<file path="config.mk">
export PLATFORM = sky130hd
export DESIGN_NAME = uart_tx_flat
export DESIGN_NICKNAME = d
export VERILOG_FILES = /design/src/rtl/uart_pkg.sv /design/src/rtl/uart_tx_if.sv /design/src/rtl/uart_baud_gen.sv /design/src/rtl/uart_tx.sv /design/src/flat_wrapper.sv
export SDC_FILE = /design/constraint.sdc
export NUM_CORES = 1
export LEC_CHECK = 0
export BUFFER_PORTS_ARGS = -buffer_cell sky130_fd_sc_hd__buf_2
export CORE_ASPECT_RATIO = 1.25
export CORE_UTILIZATION = 60
export CTS_BUF_LIST = sky130_fd_sc_hd__clkbuf_8
export DETAILED_ROUTE_END_ITERATION = 10
export PLACE_DENSITY = 0.86
export SLEW_MARGIN = 10
export SYNTH_ARGS = -nofsm -noshare
export SYNTH_HDL_FRONTEND = slang
export SYNTH_SLANG_ARGS = --single-unit
export TNS_END_PERCENT = 10
</file>
<file path="constraint.sdc">
create_clock -name clk -period 4.59 [get_ports clk]
set_clock_uncertainty 0.15 [all_clocks]
set_input_delay 0.459 -clock clk [delete_from_list [all_inputs] [get_ports clk]]
set_output_delay 0.459 -clock clk [all_outputs]
set_load 0.01 [all_outputs]
</file>
<file path="src/rtl/uart_pkg.sv">
// uart_pkg: shared state encodings, parity codes and baud divisor for the UART blocks
package uart_pkg;
  typedef enum logic [2:0] {ST_IDLE, ST_START, ST_DATA, ST_PARITY, ST_STOP} state_t;
  localparam int PAR_NONE = 0;
  localparam int PAR_ODD  = 1;
  localparam int PAR_EVEN = 2;
  function automatic logic [31:0] baud_div(input logic [31:0] freq_mhz, input logic [31:0] baud);
    return (freq_mhz * 32'd1000000) / baud;
  endfunction
endpackage

</file>
<file path="src/rtl/uart_tx_if.sv">
// uart_tx_if: byte valid/ready handshake between a producer and the transmitter
interface uart_tx_if;
  logic [7:0] tx_data_i;
  logic       tx_vld_i;
  logic       tx_rdy_o;
  modport master (output tx_data_i, tx_vld_i, input tx_rdy_o);
  modport slave  (input tx_data_i, tx_vld_i, output tx_rdy_o);
endinterface

</file>
<file path="src/rtl/uart_baud_gen.sv">
// uart_baud_gen: bit-period counter, tick on the last cycle of each bit, cleared while disabled
module uart_baud_gen
  import uart_pkg::*;
#(
  parameter int FREQUENCY = 130,
  parameter int BAUDRATE  = 9600
) (
  input  logic clk,
  input  logic rst,
  input  logic en,
  output logic tick
);
  localparam logic [31:0] N = baud_div(FREQUENCY, BAUDRATE);
  logic [31:0] count;
  assign tick = en & (count == N - 32'd1);
  always_ff @(posedge clk or posedge rst)
    if (rst) count <= '0;
    else     count <= (en & ~tick) ? count + 32'd1 : '0;
endmodule

</file>
<file path="src/rtl/uart_tx.sv">
// uart_tx: serialises handshaked bytes LSB-first with optional parity, 1/2 stop bits and CTS gating
module uart_tx
  import uart_pkg::*;
#(
  parameter int FREQUENCY = 130,
  parameter int BAUDRATE  = 9600,
  parameter int PARITY    = 0,
  parameter int STOP_BITS = 1
) (
  input  logic     clk,
  input  logic     rst,
  uart_tx_if.slave bus,
  input  logic     cts_i,
  output logic     tx_o,
  output logic     tx_busy_o,
  output logic     tx_done_o
);
  localparam logic [2:0] STOP_LAST = (STOP_BITS == 2) ? 3'd1 : 3'd0;
  state_t     state, nxt;
  logic [1:0] cts_s;
  logic [7:0] sh, sh_nxt;
  logic [2:0] idx, idx_nxt;
  logic       par, tick, accept, data_end, stop_end, tx_nxt;

  uart_baud_gen #(.FREQUENCY(FREQUENCY), .BAUDRATE(BAUDRATE)) u_baud (
    .clk(clk), .rst(rst), .en(tx_busy_o), .tick(tick)
  );

  assign tx_busy_o    = state != ST_IDLE;
  assign bus.tx_rdy_o = (state == ST_IDLE) & ~cts_s[1];
  assign accept       = bus.tx_vld_i & bus.tx_rdy_o;
  assign data_end     = (state == ST_DATA) & tick & (idx == 3'd7);
  assign stop_end     = (state == ST_STOP) & tick & (idx == STOP_LAST);

  always_ff @(posedge clk or posedge rst)
    if (rst) state <= ST_IDLE;
    else     state <= nxt;

  always_comb begin
    nxt = state;
    case (state)
      ST_IDLE:   nxt = accept ? ST_START : ST_IDLE;
      ST_START:  nxt = tick ? ST_DATA : ST_START;
      ST_DATA:   nxt = data_end ? ((PARITY != PAR_NONE) ? ST_PARITY : ST_STOP) : ST_DATA;
      ST_PARITY: nxt = tick ? ST_STOP : ST_PARITY;
      ST_STOP:   nxt = stop_end ? ST_IDLE : ST_STOP;
      default:   nxt = ST_IDLE;
    endcase
  end

  // idx counts data bits, then is reused to count stop bits
  always_comb begin
    sh_nxt  = accept ? bus.tx_data_i : ((state == ST_DATA) & tick) ? {1'b0, sh[7:1]} : sh;
    idx_nxt = (data_end | stop_end) ? 3'd0 :
              (((state == ST_DATA) | (state == ST_STOP)) & tick) ? idx + 3'd1 : idx;
    tx_nxt  = (nxt == ST_START)  ? 1'b0 :
              (nxt == ST_DATA)   ? sh_nxt[0] :
              (nxt == ST_PARITY) ? par : 1'b1;
  end

  always_ff @(posedge clk or posedge rst)
    if (rst) begin
      cts_s     <= 2'b11;
      sh        <= '0;
      idx       <= '0;
      par       <= 1'b0;
      tx_o      <= 1'b1;
      tx_done_o <= 1'b0;
    end else begin
      cts_s     <= {cts_s[0], cts_i};
      sh        <= sh_nxt;
      idx       <= idx_nxt;
      par       <= accept ? ((PARITY == PAR_ODD) ? ~^bus.tx_data_i : ^bus.tx_data_i) : par;
      tx_o      <= tx_nxt;
      tx_done_o <= stop_end;
    end
endmodule

</file>
<file path="src/flat_wrapper.sv">
// flat-port wrapper written by rule: the top's interface ports become plain ports
module uart_tx_flat import uart_pkg::*;
#(
  parameter int FREQUENCY = 130,
  parameter int BAUDRATE  = 9600,
  parameter int PARITY    = 0,
  parameter int STOP_BITS = 1
)
  (clk, rst, cts_i, tx_o, tx_busy_o, tx_done_o, bus_tx_data_i, bus_tx_vld_i, bus_tx_rdy_o);
  uart_tx_if bus_i ();
  input  logic clk;
  input  logic rst;
  input  logic cts_i;
  output logic tx_o;
  output logic tx_busy_o;
  output logic tx_done_o;
  input wire logic [$bits(bus_i.tx_data_i)-1:0] bus_tx_data_i;
  input wire logic [$bits(bus_i.tx_vld_i)-1:0] bus_tx_vld_i;
  output wire logic [$bits(bus_i.tx_rdy_o)-1:0] bus_tx_rdy_o;
  assign bus_i.tx_data_i = bus_tx_data_i;
  assign bus_i.tx_vld_i = bus_tx_vld_i;
  assign bus_tx_rdy_o = bus_i.tx_rdy_o;
  uart_tx #(.FREQUENCY(FREQUENCY), .BAUDRATE(BAUDRATE), .PARITY(PARITY), .STOP_BITS(STOP_BITS)) u_core (.clk(clk), .rst(rst), .bus(bus_i), .cts_i(cts_i), .tx_o(tx_o), .tx_busy_o(tx_busy_o), .tx_done_o(tx_done_o));
endmodule
</file>
==> results of run 1 <==
==> report_power, final <==
part	internal [uW]	switching (uW)
Combinational	74.8	81.9
Sequential	505	51.7
Clock	105	143
==> how the worst max path moves through the flow <==
stage                                           startpoint                                 to  slack [ns]
after floorplan           u_core.u_baud.count[0]$_DFF_PP0_              u_core.tx_o$_DFF_PP1_        2.43
after CTS                 u_core.u_baud.count[0]$_DFF_PP0_  u_core.u_baud.count[29]$_DFF_PP0_        1.92
after global routing      u_core.u_baud.count[0]$_DFF_PP0_  u_core.u_baud.count[11]$_DFF_PP0_        1.73
final                     u_core.u_baud.count[0]$_DFF_PP0_  u_core.u_baud.count[29]$_DFF_PP0_        1.92
after global placement    u_core.u_baud.count[0]$_DFF_PP0_  u_core.u_baud.count[17]$_DFF_PP0_        2.04
after detailed placement  u_core.u_baud.count[0]$_DFF_PP0_  u_core.u_baud.count[31]$_DFF_PP0_        1.94
==> cells in the final DEF (no fill, tap or decap), types with 2 or more instances in the layout <==
master,Yosys,final
buf_2,3,15
nor2_1,35,35
a21oi_1,9,9
nor4b_1,2,2
nor3_1,7,7
xnor2_1,19,19
mux2i_1,7,7
and3_1,5,5
xor2_1,13,13
nor2b_1,2,2
clkinv_2,0,3
a31o_2,2,2
nand3_1,11,11
or3_1,6,6
dfrtp_1,48,48
inv_1,12,11
nor4_1,10,10
and2_1,2,2
clkbuf_8,0,5
ha_1,5,5
nand3b_1,3,3
nand2_1,26,26
nand4_1,9,9
nor4bb_1,3,3
dfstp_2,3,3
o21ai_0,15,15
==> critical path: cells and delay by family (launching register included) <==
family | cells | cell delay (ns)
adders and majority gates | 1 | 0.14
DFF | 1 | 0.44
buffers and inverters | 1 | 0.09
and+or+nand+nor | 5 | 1.68
==> registers in the layout, summed over array words and instances (netlist names) <==
name and cells:
u_core.u_baud.count 32, u_core.tx_done_o 1, u_core.cts_s 2, u_core.sh 8
u_core.tx_o 1, u_core.idx 3, u_core.state 3, u_core.par 1
==> per-stage QoR <==
stage	power, uW	util (%)	std cells	worst slack, ns
2_1_floorplan	678	-	274	2.43
3_3_place_gp	712	65.9	335	2.04
3_5_place_dp	722	65.9	335	1.94
4_1_cts	971	67.9	343	1.92
5_1_grt	1020	67.9	343	1.73
6_report	961	67.9	343	1.92
==> per-layer routing <==
| layer | vias to the layer above | track usage (%) | wire length (microns) |
|---|---|---|---|
| met2 | 35 | 39.9 | 2510 |
| met5 | - | 0 | 0 |
| li1 | 966 | - | - |
| met3 | 10 | 5.43 | 163 |
| met4 | 0 | 8.22 | 74 |
| met1 | 948 | 27.9 | 2070 |
==> cell type report <==
cell class	count	area, sq um	share of cell area, %
clock buffer	5	68.8	2.43
clock inverter	3	15.0	0.531
inverter	12	45.0	1.59
multi-input combinational	201	1270	45.0
sequential	51	1280	45.3
tap	56	70.1	2.48
timing repair buffer	15	75.1	2.66
==> cells by family after synthesis <==
kind of cell,after synthesis
flip-flops,51
adder cells (fa/ha/maj),5
buffers and inverters,22
AND/OR/NAND/NOR,128
AO/OA/AOI/OAI,28
multiplexers,8
XOR/XNOR,32
==> impl_metrics.tcl, run 1 <==
set metrics [dict create \
    status "finished, final reports clean" \
    netlist.area_leader.share_pct 45.4 \
    grt_max_degree 52 \
    synth-compound-area-share_pct 5.91 \
    synth_top_family_by_area "simple AND/OR/NAND/NOR gates" \
    ioPinCount 16 \
    avgSynthCellArea_sq_um 9.66 \
    reg2reg_to "u_core.u_baud.count[29]$_DFF_PP0_" \
    p_per_area_nw_per_um2 340 \
    root_buffer "clkbuf_8" \
    path_clk_slew_ns 0.09 \
    r2r_cells 7 \
    relSlewSlack_pct 31.3 \
    worst_pin_slew_ns 1.03 \
    synthAdderAreaFrac_pct 2.36 \
    hold_start "cts_i" \
    cp-start-kind "register" \
    grt_antenna_before_repair 0 \
    fin_crit_sh_pct 58.1 \
    path_class "register to register" \
    synth_edf_count 0 \
    synth_sequential_area_ratio_pct 48.4 \
    reg2reg_slack_ns 1.92 \
    cp.arrival_ns 2.67 \
    overflow 0 \
    synth.largest_area_cell "dfrtp_1" \
    hp-class "input port to register" \
    rsz0062_at_grt "false" \
    synthFlopType "dfrtp_1" \
    cp_max_fo 31 \
    finalMaxSlewViolations 0 \
    critPathMaxStageDelay_ns 0.77 \
    synthArstFlopShare_pct 100 \
    vias 1959 \
    first_global_vias 1949 \
    track_usage_pct 23.4 \
    whs_endpoint "u_core.cts_s[0]$_DFF_PP1_" \
    fillCellCount 334 \
    fin_nets 303 \
    clockBufferDepth 2 \
    diodes 0 \
    ys_types 36 \
    yosysMostFrequentCell "dfrtp_1" \
    synth_commonest_cells "dfrtp_1, nor2_1, nand2_1" \
    max_cap_viol_count 0 \
    cts_sinks 51 \
    hold_path_depth 1 \
    syn_inst 274 \
    synthTopCellsByArea "dfrtp_1, xnor2_1, nor2_1" \
    synthesis.nets 291 \
    port_buffers 15 \
    dp_hpwl_microns 3490 \
    grt_pass1_wl_microns 8270 \
    die_area_sq_um 4680 \
    cts-hold-fix-buffers 0 \
    rows 26 \
    numCtsBuffers 5 \
    crit_slowest_cell "nand2_1" \
    fin_tns_setup_ns 0 \
    core_area_sq_um 4160 \
    synth_area_sq_um 2650 \
    clkLatencyLatePin_ns 0.31 \
    synth_xor_area_share_pct 10.6 \
    cts-resized-gates 0 \
    drt-vias-per-instance 5.71 \
    end_kind "register" \
    drt_first_pass_iters 4 \
    crit_path_cell_trace "inv_1 > ha_1 > nor4b_4 > nand4_1 > or2_2 > nand2_1 > nor2_1" \
    drt-initial-drc-count 81 \
    synth-simple-area-share_pct 25.7 \
    reg2reg_from "u_core.u_baud.count[0]$_DFF_PP0_" \
    dpl_cell_area_sq_um 2740 \
    start_util_pct 63.6 \
    wl_per_cell_microns 14.1 \
    max_freq_mhz 375 \
    die_h_microns 76.3 \
    drive_gt1_share_pct 12.5 \
    cts_tree "done" \
    cts_setup_buffers 0 \
    hold_violations 0 \
    cts_max_level 2 \
    stdcell_area_sq_um 2830 \
    drt_wl_total_microns 4830 \
    ir_worst_vdd_mv 0.187 \
    die_w_microns 61.4 \
    ys_ff_latch 51 \
    timing.hold.ws_ns 0.0900 \
    power_leakage_uw 0.00124 \
    min_period_ns 2.67 \
    synth_warnings 0 \
    required_ns 4.59 \
    postRouteAntennaNets 0 \
    drc 0 \
    syn_to_final_growth_pct 6.81 \
    gp_congestion 0.840 \
    muxShareOfSynthArea_pct 3.50 \
    final-setup-viol-count 0 \
]
Power figures use the tool's default switching activity.
==> run 2, diff against run 1 <==
--- a/config.mk
+++ b/config.mk
@@ -5,12 +5,13 @@
 export SDC_FILE = /design/constraint.sdc
 export NUM_CORES = 1
 export LEC_CHECK = 0
+export ABC_AREA = 1
 export BUFFER_PORTS_ARGS = -buffer_cell sky130_fd_sc_hd__buf_2
 export CORE_ASPECT_RATIO = 1.25
-export CORE_UTILIZATION = 60
+export CORE_UTILIZATION = 57
 export CTS_BUF_LIST = sky130_fd_sc_hd__clkbuf_8
 export DETAILED_ROUTE_END_ITERATION = 10
-export PLACE_DENSITY = 0.86
+export PLACE_DENSITY = 0.85
 export SLEW_MARGIN = 10
 export SYNTH_ARGS = -nofsm -noshare
 export SYNTH_HDL_FRONTEND = slang
==> constraint.sdc (replaced) <==
create_clock -name clk -period 2.25 [get_ports clk]
set_clock_uncertainty 0.15 [all_clocks]
set_input_delay 0.225 -clock clk [delete_from_list [all_inputs] [get_ports clk]]
set_output_delay 0.225 -clock clk [all_outputs]
set_load 0.01 [all_outputs]
==> run 2 against run 1 <==
Compared with the run above: register-to-register slack worse by 1.7 ns; sequential share of layout area is 7.9 points lower; die area is 25% higher; setup slack worse by 1.7 ns; via count is 46% higher; critical path depth stayed put; global-route usage is 5.0 points higher; cell count is 48% higher; final area is 21% higher; non-clock buffer count is 5 higher; largest cell class is now multi-input combinational cells.
==> impl_metrics.tcl, run 2 <==
set metrics [dict create \
    hp-class "input port to register" \
    dp_hpwl_microns 5880 \
    grt_pass1_wl_microns 12300 \
    cp-start-kind "register" \
    final_common_cell "nand2_1" \
    overflow 0 \
    p_per_area_nw_per_um2 600 \
    first_global_vias 2727 \
    syn_inst 420 \
    drt_wl_total_microns 7570 \
    critPathMaxStageDelay_ns 0.47 \
    crit_path_cell_trace "nand2_1 > inv_2 > nand3_2 > nor3_1 > nand4_1 > xor2_1 > nor2_1" \
    max_cap_viol_count 0 \
    die_w_microns 68.6 \
    ir_worst_vdd_mv 0.391 \
    fin_crit_sh_pct 91.2 \
    synth_warnings 0 \
    reg.largest.list "u_core.u_baud.count: 32 flops, u_core.sh: 8 flops" \
    status "finished, final reports clean" \
    fin_nets 461 \
    synthArstFlopShare_pct 100 \
    fillCellCount 476 \
    numCtsBuffers 5 \
    cts_sinks 51 \
    worst_pin_slew_ns 0.637 \
    netlist.area_leader.share_pct 38.0 \
    cp_max_fo 6 \
    postRouteAntennaNets 0 \
    timing.hold.ws_ns 0.000983 \
    clockBufferDepth 2 \
    yosysMostFrequentCell "nand2_1" \
    port_buffers 15 \
    die_h_microns 85.3 \
    diodes 0 \
    drt-initial-drc-count 219 \
    wl_met3_microns 397 \
    ioPinCount 16 \
    clkLatencyLatePin_ns 0.31 \
    drive_gt1_share_pct 17.1 \
    routed.top_layer "met4" \
    hold_violations 0 \
    largest_reg_flops 32 \
    power_leakage_uw 0.00159 \
    rsz0062_at_grt "false" \
    syn_to_final_growth_pct 8.23 \
    gp_congestion 0.970 \
    wl_per_cell_microns 14.9 \
    grt_antenna_before_repair 0 \
    synth_sequential_area_ratio_pct 40.5 \
    min_period_ns 2.05 \
    ys_ff_latch 51 \
    synth_edf_count 0 \
    end_kind "register" \
    finalMaxSlewViolations 0 \
    largest-register "u_core.u_baud.count" \
    root_buffer "clkbuf_8" \
    ys_types 34 \
    cts-resized-gates 0 \
    drt_first_pass_iters 6 \
    core_area_sq_um 5230 \
    synth_commonest_cells "nand2_1, nor2_1, inv_1" \
    fin_tns_setup_ns 0 \
    layout_common_cells "nand2_1, nor2_1, inv_1" \
    required_ns 2.35 \
    crit_slowest_cell "dfrtp_1" \
    path_class "register to register" \
    cts_max_level 2 \
    cp.arrival_ns 2.15 \
    rows 29 \
    path_clk_slew_ns 0.10 \
    drc 0 \
    met2_length_microns 3870 \
    cts_tree "done" \
    avgSynthCellArea_sq_um 7.53 \
    vias 2857 \
    wl_met1_microns 2980 \
    relSlewSlack_pct 57.5 \
    grt_max_degree 52 \
    final-setup-viol-count 0 \
    track_usage_pct 28.4 \
    start_util_pct 60.5 \
    max_freq_mhz 487 \
    synthFlopType "dfrtp_1" \
    die_area_sq_um 5850 \
    synthesis.nets 437 \
    synth_area_sq_um 3160 \
    synthTopCellsByArea "dfrtp_1, nand2_1, nor2_1" \
    synth.largest_area_cell "dfrtp_1" \
    drt-vias-per-instance 5.64 \
]
run 2: cell types whose count changed after synthesis, sizes merged, moves of 6 or more:
cell	before	now
a21oi	9	15
nand2	26	97
xnor2	19	7
mux2i	8	0
clkbuf	6	0
nand3	11	31
inv	12	65
nor3	7	25
nor2	36	71
or3	7	0
run 2: report_power, final:
| group | internal, uW | switching (uW) | total (uW) | leakage (uW) |
|---|---|---|---|---|
| Sequential | 1020 | 114 | 1140 | 0.000678 |
| Combinational | 140 | 238 | 379 | 0.000869 |
| Clock | 217 | 321 | 538 | 0.0000402 |
run 2: cells by family after synthesis:
group                    after synthesis  synth area share [%]
XOR/XNOR                              18                  4.98
AO/OA/AOI/OAI                         32                  5.81
AND/OR/NAND/NOR                      246                  38.2
adder cells (fa/ha/maj)                5                  1.98
flip-flops                            51                  40.5
buffers and inverters                 68                  8.54
run 2: per-layer routing:
layer  track usage, %  up-vias
met5                0        -
li1                 -     1390
met2             49.1       98
met4             13.1        0
met1             33.0     1337
met3             4.97       32
run 2: cell type report:
cell class	count	area, sq um	share of cell area [%]
clock inverters	3	20.0	0.585
well taps	62	77.6	2.27
inverters	65	246	7.20
multi-input cells	301	1610	47.1
repair buffers	20	118	3.44
flip-flops and latches	51	1280	37.4
clock buffers	5	68.8	2.01
run 2: path summary, 6_finish.rpt:
check	from	end	slack, ns	cells after the start
min	bus_tx_data_i[2]	u_core.sh[2]$_DFFE_PP0P_	0.001	3
max	u_core.u_baud.count[5]$_DFF_PP0_	u_core.u_baud.count[25]$_DFF_PP0_	0.20	7
min in group asynchronous	rst	u_core.u_baud.count[28]$_DFF_PP0_	0.45	4
min reg2reg	u_core.cts_s[0]$_DFF_PP1_	u_core.cts_s[1]$_DFF_PP1_	0.22	0
max in group asynchronous	rst	u_core.u_baud.count[3]$_DFF_PP0_	1.04	4
max reg2reg	u_core.u_baud.count[5]$_DFF_PP0_	u_core.u_baud.count[25]$_DFF_PP0_	0.20	7
run 2: timing repair:
| item | 4_1_cts | 5_1_grt |
|---|---|---|
| hold buffers | 2 | 0 |
| hold endpoints to repair | 49 | 0 |
| setup buffers | 0 | 0 |
run 2: critical path, delay by kind of cell, from the launching register on:
family / cells / cell delay (ns)
XOR/XNOR: 1 / 0.19
flip-flops: 1 / 0.47
AND/OR/NAND/NOR: 5 / 1.05
buffers and inverters: 1 / 0.12
run 2: metrics by stage:
stage	utilization, %	instances	instance area (sq um)	worst slack (ns)	total power (uW)
floorplan	-	420	3160	0.525	1410
global placement	63.4	497	3310	0.296	1510
detailed placement	63.4	497	3310	0.232	1530
CTS	65.5	507	3420	0.219	2050
global route	65.5	507	3420	0.0385	2170
finish	65.5	507	3420	0.197	2050
